[src/rtl/hpdcache_mshr_ctrl_pkg.sv]
// Shared types for the MSHR sequencer: FSM state encoding and the allocation payload
// carried from the miss handler into the MSHR.
package hpdcache_pkg;

  localparam int NLINE_W    = 8;
  localparam int MSHR_SET_W = 3;
  localparam int MSHR_WAY_W = 2;
  localparam int MSHR_WAYS  = 4;
  localparam int TAG_W      = NLINE_W - MSHR_SET_W;

  typedef enum logic {
    IDLE = 1'b0,
    CHK1 = 1'b1
  } hpdcache_mshr_ctrl_state_e;

  typedef struct packed {
    logic [3:0] req_id;
    logic [1:0] src_id;
    logic [2:0] word;
    logic [1:0] victim_way;
    logic       need_rsp;
    logic       is_prefetch;
    logic       wback;
  } hpdcache_mshr_alloc_meta_t;

  localparam int META_W = $bits(hpdcache_mshr_alloc_meta_t);

endpackage

[src/rtl/hpdcache_mshr_ctrl.sv]
// Arbitrates the single-port MSHR between miss-pipeline check/alloc sequences and
// refill acks, issuing at most one MSHR command per cycle.
module hpdcache_mshr_ctrl
  import hpdcache_pkg::*;
#(
  parameter int unsigned MaxAckBurst = 4
) (
  input  logic                  clk_i,
  input  logic                  rst_ni,

  input  logic                  chk_valid_i,
  output logic                  chk_ready_o,
  input  logic [NLINE_W-1:0]    chk_nline_i,
  input  logic                  chk_alloc_i,
  input  logic [META_W-1:0]     chk_meta_i,
  output logic                  chk_rsp_valid_o,
  output logic                  chk_rsp_hit_o,
  output logic                  chk_rsp_full_o,
  output logic                  chk_rsp_alloc_o,
  output logic [MSHR_WAY_W-1:0] chk_rsp_way_o,

  input  logic                  ack_valid_i,
  output logic                  ack_ready_o,
  input  logic [MSHR_SET_W-1:0] ack_set_i,
  input  logic [MSHR_WAY_W-1:0] ack_way_i,
  output logic                  ack_rsp_valid_o,

  output logic                  mshr_check_o,
  output logic                  mshr_check_cs_o,
  output logic [MSHR_SET_W-1:0] mshr_check_set_o,
  output logic [TAG_W-1:0]      mshr_check_tag_o,
  output logic                  mshr_alloc_o,
  output logic                  mshr_alloc_cs_o,
  output logic [NLINE_W-1:0]    mshr_alloc_nline_o,
  output logic [META_W-1:0]     mshr_alloc_meta_o,
  output logic                  mshr_ack_o,
  output logic                  mshr_ack_cs_o,
  output logic [MSHR_SET_W-1:0] mshr_ack_set_o,
  output logic [MSHR_WAY_W-1:0] mshr_ack_way_o,
  input  logic                  mshr_hit_i,
  input  logic                  mshr_alloc_full_i,
  input  logic [MSHR_WAY_W-1:0] mshr_alloc_way_i
);

  localparam logic [3:0] BURST_MAX = 4'(MaxAckBurst);

  hpdcache_mshr_ctrl_state_e state_q;
  logic [3:0]                burst_q, burst_d;
  logic [NLINE_W-1:0]        nline_q;
  logic [META_W-1:0]         meta_q;
  logic                      alloc_q;
  logic                      ack_rsp_q;

  logic in_idle, in_chk1, chk_grant, ack_grant, do_alloc;

  // A waiting check is forced through once the ack streak reaches the limit.
  assign in_idle   = (state_q == IDLE);
  assign in_chk1   = (state_q == CHK1);
  assign chk_grant = in_idle & chk_valid_i & (~ack_valid_i | (burst_q == BURST_MAX));
  assign ack_grant = in_idle & ack_valid_i & ~chk_grant;
  assign do_alloc  = in_chk1 & alloc_q & ~mshr_hit_i & ~mshr_alloc_full_i;

  assign burst_d = (chk_valid_i && burst_q != BURST_MAX) ? burst_q + 4'd1 : burst_q;

  assign chk_ready_o      = chk_grant;
  assign ack_ready_o      = ack_grant;
  assign chk_rsp_valid_o  = in_chk1;
  assign chk_rsp_hit_o    = in_chk1 & mshr_hit_i;
  assign chk_rsp_full_o   = in_chk1 & mshr_alloc_full_i & ~mshr_hit_i;
  assign chk_rsp_alloc_o  = do_alloc;
  assign chk_rsp_way_o    = do_alloc ? mshr_alloc_way_i : '0;
  assign ack_rsp_valid_o  = ack_rsp_q;

  assign mshr_check_o       = chk_grant;
  assign mshr_check_cs_o    = chk_grant;
  assign mshr_check_set_o   = chk_nline_i[MSHR_SET_W-1:0];
  assign mshr_check_tag_o   = chk_nline_i[NLINE_W-1:MSHR_SET_W];
  assign mshr_alloc_o       = do_alloc;
  assign mshr_alloc_cs_o    = do_alloc;
  assign mshr_alloc_nline_o = nline_q;
  assign mshr_alloc_meta_o  = meta_q;
  assign mshr_ack_o         = ack_grant;
  assign mshr_ack_cs_o      = ack_grant;
  assign mshr_ack_set_o     = ack_set_i;
  assign mshr_ack_way_o     = ack_way_i;

  always_ff @(posedge clk_i or negedge rst_ni) begin
    if (!rst_ni) begin
      state_q   <= IDLE;
      burst_q   <= '0;
      nline_q   <= '0;
      meta_q    <= '0;
      alloc_q   <= 1'b0;
      ack_rsp_q <= 1'b0;
    end else begin
      ack_rsp_q <= ack_grant;
      case (state_q)
        IDLE: begin
          if (chk_grant) begin
            state_q <= CHK1;
            nline_q <= chk_nline_i;
            meta_q  <= chk_meta_i;
            alloc_q <= chk_alloc_i;
          end else if (ack_grant) begin
            burst_q <= burst_d;
          end
        end
        CHK1: begin
          state_q <= IDLE;
          burst_q <= '0;
        end
        default: state_q <= IDLE;
      endcase
    end
  end

  a_one_cmd: assert property (@(posedge clk_i) disable iff (!rst_ni)
    !(mshr_ack_o && (mshr_check_o || mshr_alloc_o)));
  a_alloc_clean: assert property (@(posedge clk_i) disable iff (!rst_ni)
    chk_rsp_alloc_o |-> (!chk_rsp_hit_o && !chk_rsp_full_o));

endmodule

[config.mk]
export PLATFORM = sky130hd
export DESIGN_NAME = hpdcache_mshr_ctrl
export DESIGN_NICKNAME = d
export VERILOG_FILES = /design/src/rtl/hpdcache_mshr_ctrl_pkg.sv /design/src/rtl/hpdcache_mshr_ctrl.sv
export SDC_FILE = /design/constraint.sdc
export NUM_CORES = 1
export LEC_CHECK = 0
export CORE_ASPECT_RATIO = 0.5
export CORE_MARGIN = 2
export CORE_UTILIZATION = 38
export CTS_BUF_LIST = sky130_fd_sc_hd__clkbuf_8 sky130_fd_sc_hd__clkbuf_16
export DETAILED_ROUTE_END_ITERATION = 7
export GPL_TIMING_DRIVEN = 0
export PLACE_DENSITY = 0.8
export SLEW_MARGIN = 15
export SYNTH_ARGS = -nofsm -noshare
export SYNTH_HDL_FRONTEND = slang
export SYNTH_SLANG_ARGS = --single-unit
[constraint.sdc]
create_clock -name clk_i -period 2.1 [get_ports clk_i]
set_input_delay 0.21 -clock clk_i [delete_from_list [all_inputs] [get_ports clk_i]]
set_output_delay 0.21 -clock clk_i [all_outputs]
set_load 0.02 [all_outputs]
* Word level (Yosys, flattened, before mapping)
Index checks and enable logic that the tools add are counted. Widths: inputs -> output; s select.
Storage, ports and cells: register bits after elaboration 29, input port bits 36, output and inout port bits 50
Cells by class: add/sub/neg operators 1, equal/unequal tests 5, mux-type cells 7, bitwise operators 16, reductions and logical operators 3
Operators by type and width (number):
- $mux 4 | 3
- $and 1x1->1 | 10
- $pmux 4 s2 | 1
- $not 1->1 | 5
- $add 4x1->4 const B | 1
- $eq 4x3->1 const B | 1
- $ne 2x1->1 const B | 2
- $ne 4x3->1 const B | 1
- $reduce_and 3->1 | 1
- $mux 2 | 1
- $ne 2x2->1 const B | 1
- $pmux 1 s2 | 1
- $reduce_and 2->1 | 1
- $logic_and 1x1->1 | 1
- $mux 1 | 1
- $or 1x1->1 | 1

* Depth between registers and ports, before layout
depth after elaboration 8, mapped depth 6, mapped depth without buffers 5

* Worst setup path after synthesis
Ideal clock, no wire load.
path kind register to output, start reg burst_q[0], end out mshr_ack_cs_o, arrival 1.587 ns, path slack 0.303 ns, stages on the path, launching flop included 6, path buffers 1, path through dfrtp_1 > inv_1 > ha_1 > and3b_1 > a21oi_1 > buf_4
Between the ends: cells in the longest elaborated chain, start to end 5
RTL lines:
- from (decl) | RTL line hpdcache_mshr_ctrl.sv:48 | logic [3:0] burst_q, burst_d;
- from (signal assigned) | RTL line hpdcache_mshr_ctrl.sv:105 | burst_q <= burst_d;
- $eq 4x3->1 | RTL line hpdcache_mshr_ctrl.sv:59 | assign chk_grant = in_idle & chk_valid_i & (~ack_valid_i | (burst_q == BURST_MAX));
- $or 1x1->1 | RTL line hpdcache_mshr_ctrl.sv:59
- $and 1x1->1 | RTL line hpdcache_mshr_ctrl.sv:59
- $not 1->1 | RTL line hpdcache_mshr_ctrl.sv:60 | assign ack_grant = in_idle & ack_valid_i & ~chk_grant;
- $and 1x1->1 | RTL line hpdcache_mshr_ctrl.sv:60
- to (decl) | RTL line hpdcache_mshr_ctrl.sv:37 | output logic mshr_ack_cs_o,
Every way passes these cells.

* Final worst setup path
start reg burst_q[1], end out ack_ready_o
Between the ends: cells in the longest elaborated chain, start to end 5
RTL lines:
- $eq 4x3->1 | RTL line hpdcache_mshr_ctrl.sv:59
- $or 1x1->1 | RTL line hpdcache_mshr_ctrl.sv:59
- $and 1x1->1 | RTL line hpdcache_mshr_ctrl.sv:59
- $not 1->1 | RTL line hpdcache_mshr_ctrl.sv:60
- $and 1x1->1 | RTL line hpdcache_mshr_ctrl.sv:60
- to (decl) | RTL line hpdcache_mshr_ctrl.sv:23 | output logic ack_ready_o,
Every way passes these cells.

==> qor.yml <==
run_status:
  status: "completed"
detailed_routing:
  drt_wl_total_um: 3680
  ant_nets: 0
  drc: 0
  viasPerCell: 4.49
  drtPass1Iterations: 4
  wl_per_cell_um: 14.6
  num_vias: 1132
  drtIter0Drc: 14
floorplan:
  ios: 86
  fp.dieH_um: 48.2
  num_rows: 15
  core_area_um2: 3580
  start_util_pct: 41.5
  dieArea_um2: 4460
  die_w_um: 92.5
critical_path:
  crit_required_ns: 1.89
  rr_startpoint: "burst_q[1]"
  cp-start-kind: "register"
  path_max_fanout: 4
  crit_start: "burst_q[1]"
  slowest_delay_ns: 0.36
  critPathSlowestCell: "dfrtp_1"
  arrival_ns: 1.84
  crit_chain: "inv_1 > ha_1 > and3b_2 > a21oi_4 > buf_4 > dlygate4sd2_1"
  worst_setup_path_end_kind: "output port"
  criticalPathCategory: "reg -> out"
cts:
  tritoncts_num_sinks: 29
  h-tree-depth: 2
  numCtsBuffers: 5
  cts-root-buf: "clkbuf_8"
  cts_tree: "done"
  clk_pin_slew_ns: 0.07
  insertion_delay_ns: 0.29
  cts_max_path_buffers: 2
final_layout:
  area_growth_pct: 69.3
  layout-drive-gt1-share_pct: 34.3
  layout_commonest_cell: "clkdlybuf4s50_1"
  fin_area_um2: 2520
  nFillCells: 261
  antenna_cells: 0
  final_cell_mix: "73 x clkdlybuf4s50_1, 29 x dfrtp_1, 25 x buf_4, 19 x mux2_4, 5 x clkbuf_8"
  stdcell_count: 252
  nNetsFinal: 238
  multi_input_area_um2: 568
  register_area_um2: 726
power:
  power_density_nw_per_um2: 859
  leakagePower_nw: 1.13
  peakVddDrop_v: 0.000546
sta:
  hold_viol: 0
  setup-violations-final: 0
  fin_crit_ns: 2.05
  relSlewSlack_pct: 57.5
  skew_ns: 0.00684
  tightest_slew_ns: 0.638
  fin_setup_tns_ns: 0
  max_freq_mhz: 488
  finalMaxSlewViolations: 0
  min_period_over_period_pct: 97.6
  layout_setup_ws_ns: 0.0514
grt:
  met1_usage_pct: 18.7
  grt_pass1_vias: 1125
  grt_max_degree: 30
  overflow: 0
  antenna_found_initial: 0
  use_met2_pct: 32.1
  grt_pass1_wl_um: 5380
  grtUsageMet3_pct: 5.56
  grt-busiest-layer: "met2"
  grt_usage_pct: 16.9
placement:
  place_congestion: 0.759
  place_inst: 237
  dpl.hpwl_um: 2640
  port_buffers: 80
  pre_cts_ws_ns: -0.189
  dpl_cell_area_um2: 2350
synth:
  synth_area_um2: 1490
  syn-num-nets: 144
  syn_avg_cell_area_um2: 14.0
  ys_types: 25
  netlist_instances: 106
  ys_warn_count: 0
  seq_area_frac_synth_pct: 48.8
  ys_ff_latch: 29
min_path:
  hp-class: "in -> async"
job:
  maxCapViolations: 0
state kept, by name (all words and copies together) (netlist names):
signal,flops
alloc_q,1
mshr_alloc_nline_o,8
chk_rsp_valid_o,1
ack_rsp_valid_o,1
mshr_alloc_meta_o,14
burst_q,4
logic make-up (layout without fill, tap and decap cells):
group | after synthesis | count (layout) | synth area share (%)
fa+ha+maj | 2 | 2 | 1.68
flops | 29 | 29 | 48.8
simple gates | 17 | 17 | 9.01
mux | 23 | 23 | 22.2
buf+inv | 25 | 120 | 13.8
compound gates | 10 | 10 | 4.46
through the flow:
| step | hold slack (ns) | total power [mW] | utilization [%] |
|---|---|---|---|
| floorplan | -0.0856 | 1.17 | - |
| global placement | 0.490 | 1.53 | 65.6 |
| detailed placement | 0.275 | 1.55 | 65.4 |
| CTS | 0.499 | 2.17 | 70.0 |
| global route | 0.522 | 2.26 | 70.2 |
| finish | 0.483 | 2.16 | 70.2 |
path summary, 6_finish.rpt:
path / end / slack, ns / cells after the start
worst max register to register: mshr_alloc_meta_o[1] / 0.35 / 7
worst min register to register: mshr_alloc_nline_o[1] / 0.51 / 1
min in group clk_i: mshr_alloc_nline_o[1] / 0.51 / 1
worst min-delay path: mshr_alloc_nline_o[1] / 0.48 / 2
worst max-delay path: ack_ready_o / 0.05 / 6
max in group asynchronous: mshr_alloc_nline_o[6] / 1.20 / 2
routing by layer:
metal / wire, um / share of wire, %
met5: 0 / 0
met4: 14 / 0.38
met3: 167 / 4.5
met2: 2020 / 55
met1: 1470 / 40
layout make-up:
cell class / count / area share [%]
inverters: 3 / 0.448
well taps: 51 / 2.54
clock buffers: 5 / 2.73
flip-flops and latches: 29 / 28.8
repair buffers: 87 / 33.3
plain buffers: 22 / 7.71
multi-input cells: 52 / 22.6
clock inverters: 3 / 1.84
cells in the mapped netlist, drive strengths merged:
cell type	n	share of area [%]
nand4	1	0.42
o21ai	3	1.0
buf	22	13
mux2	23	22
and2	3	1.3
or3	2	0.84
dfrtp	29	49
inv	3	0.76
and3b	2	1.2
nand2b	2	1.3
ha	2	1.7
nand3	2	0.67
a211oi	1	0.51
and4bb	1	0.84
o31ai	1	0.51
and2b	1	0.51
nor3	1	0.34
nand2	1	0.25
a21oi	5	2.4
nand3b	1	1.3
critical path: cells and delay by family (launching register included):
kind / cells / cell delay (ns)
buffers and inverters: 3 / 0.50
AND/OR/NAND/NOR: 1 / 0.28
adder cells (fa/ha/maj): 1 / 0.22
flip-flops: 1 / 0.36
AO/OA/AOI/OAI: 1 / 0.19
report_power, final:
part	switching, mW	internal [mW]	leakage, nW
Clock	0.242	0.355	0.0543
Combinational	0.350	0.473	0.731
Sequential	0.0667	0.676	0.349
what timing repair did:
action,CTS,global route
hold endpoints to repair,29,0
resized for setup,11,5
pin swaps,2,1
setup endpoints to repair,6,4
hold buffers,1,0
setup buffers,5,1
No activity file was read; power rests on OpenSTA's default activity.
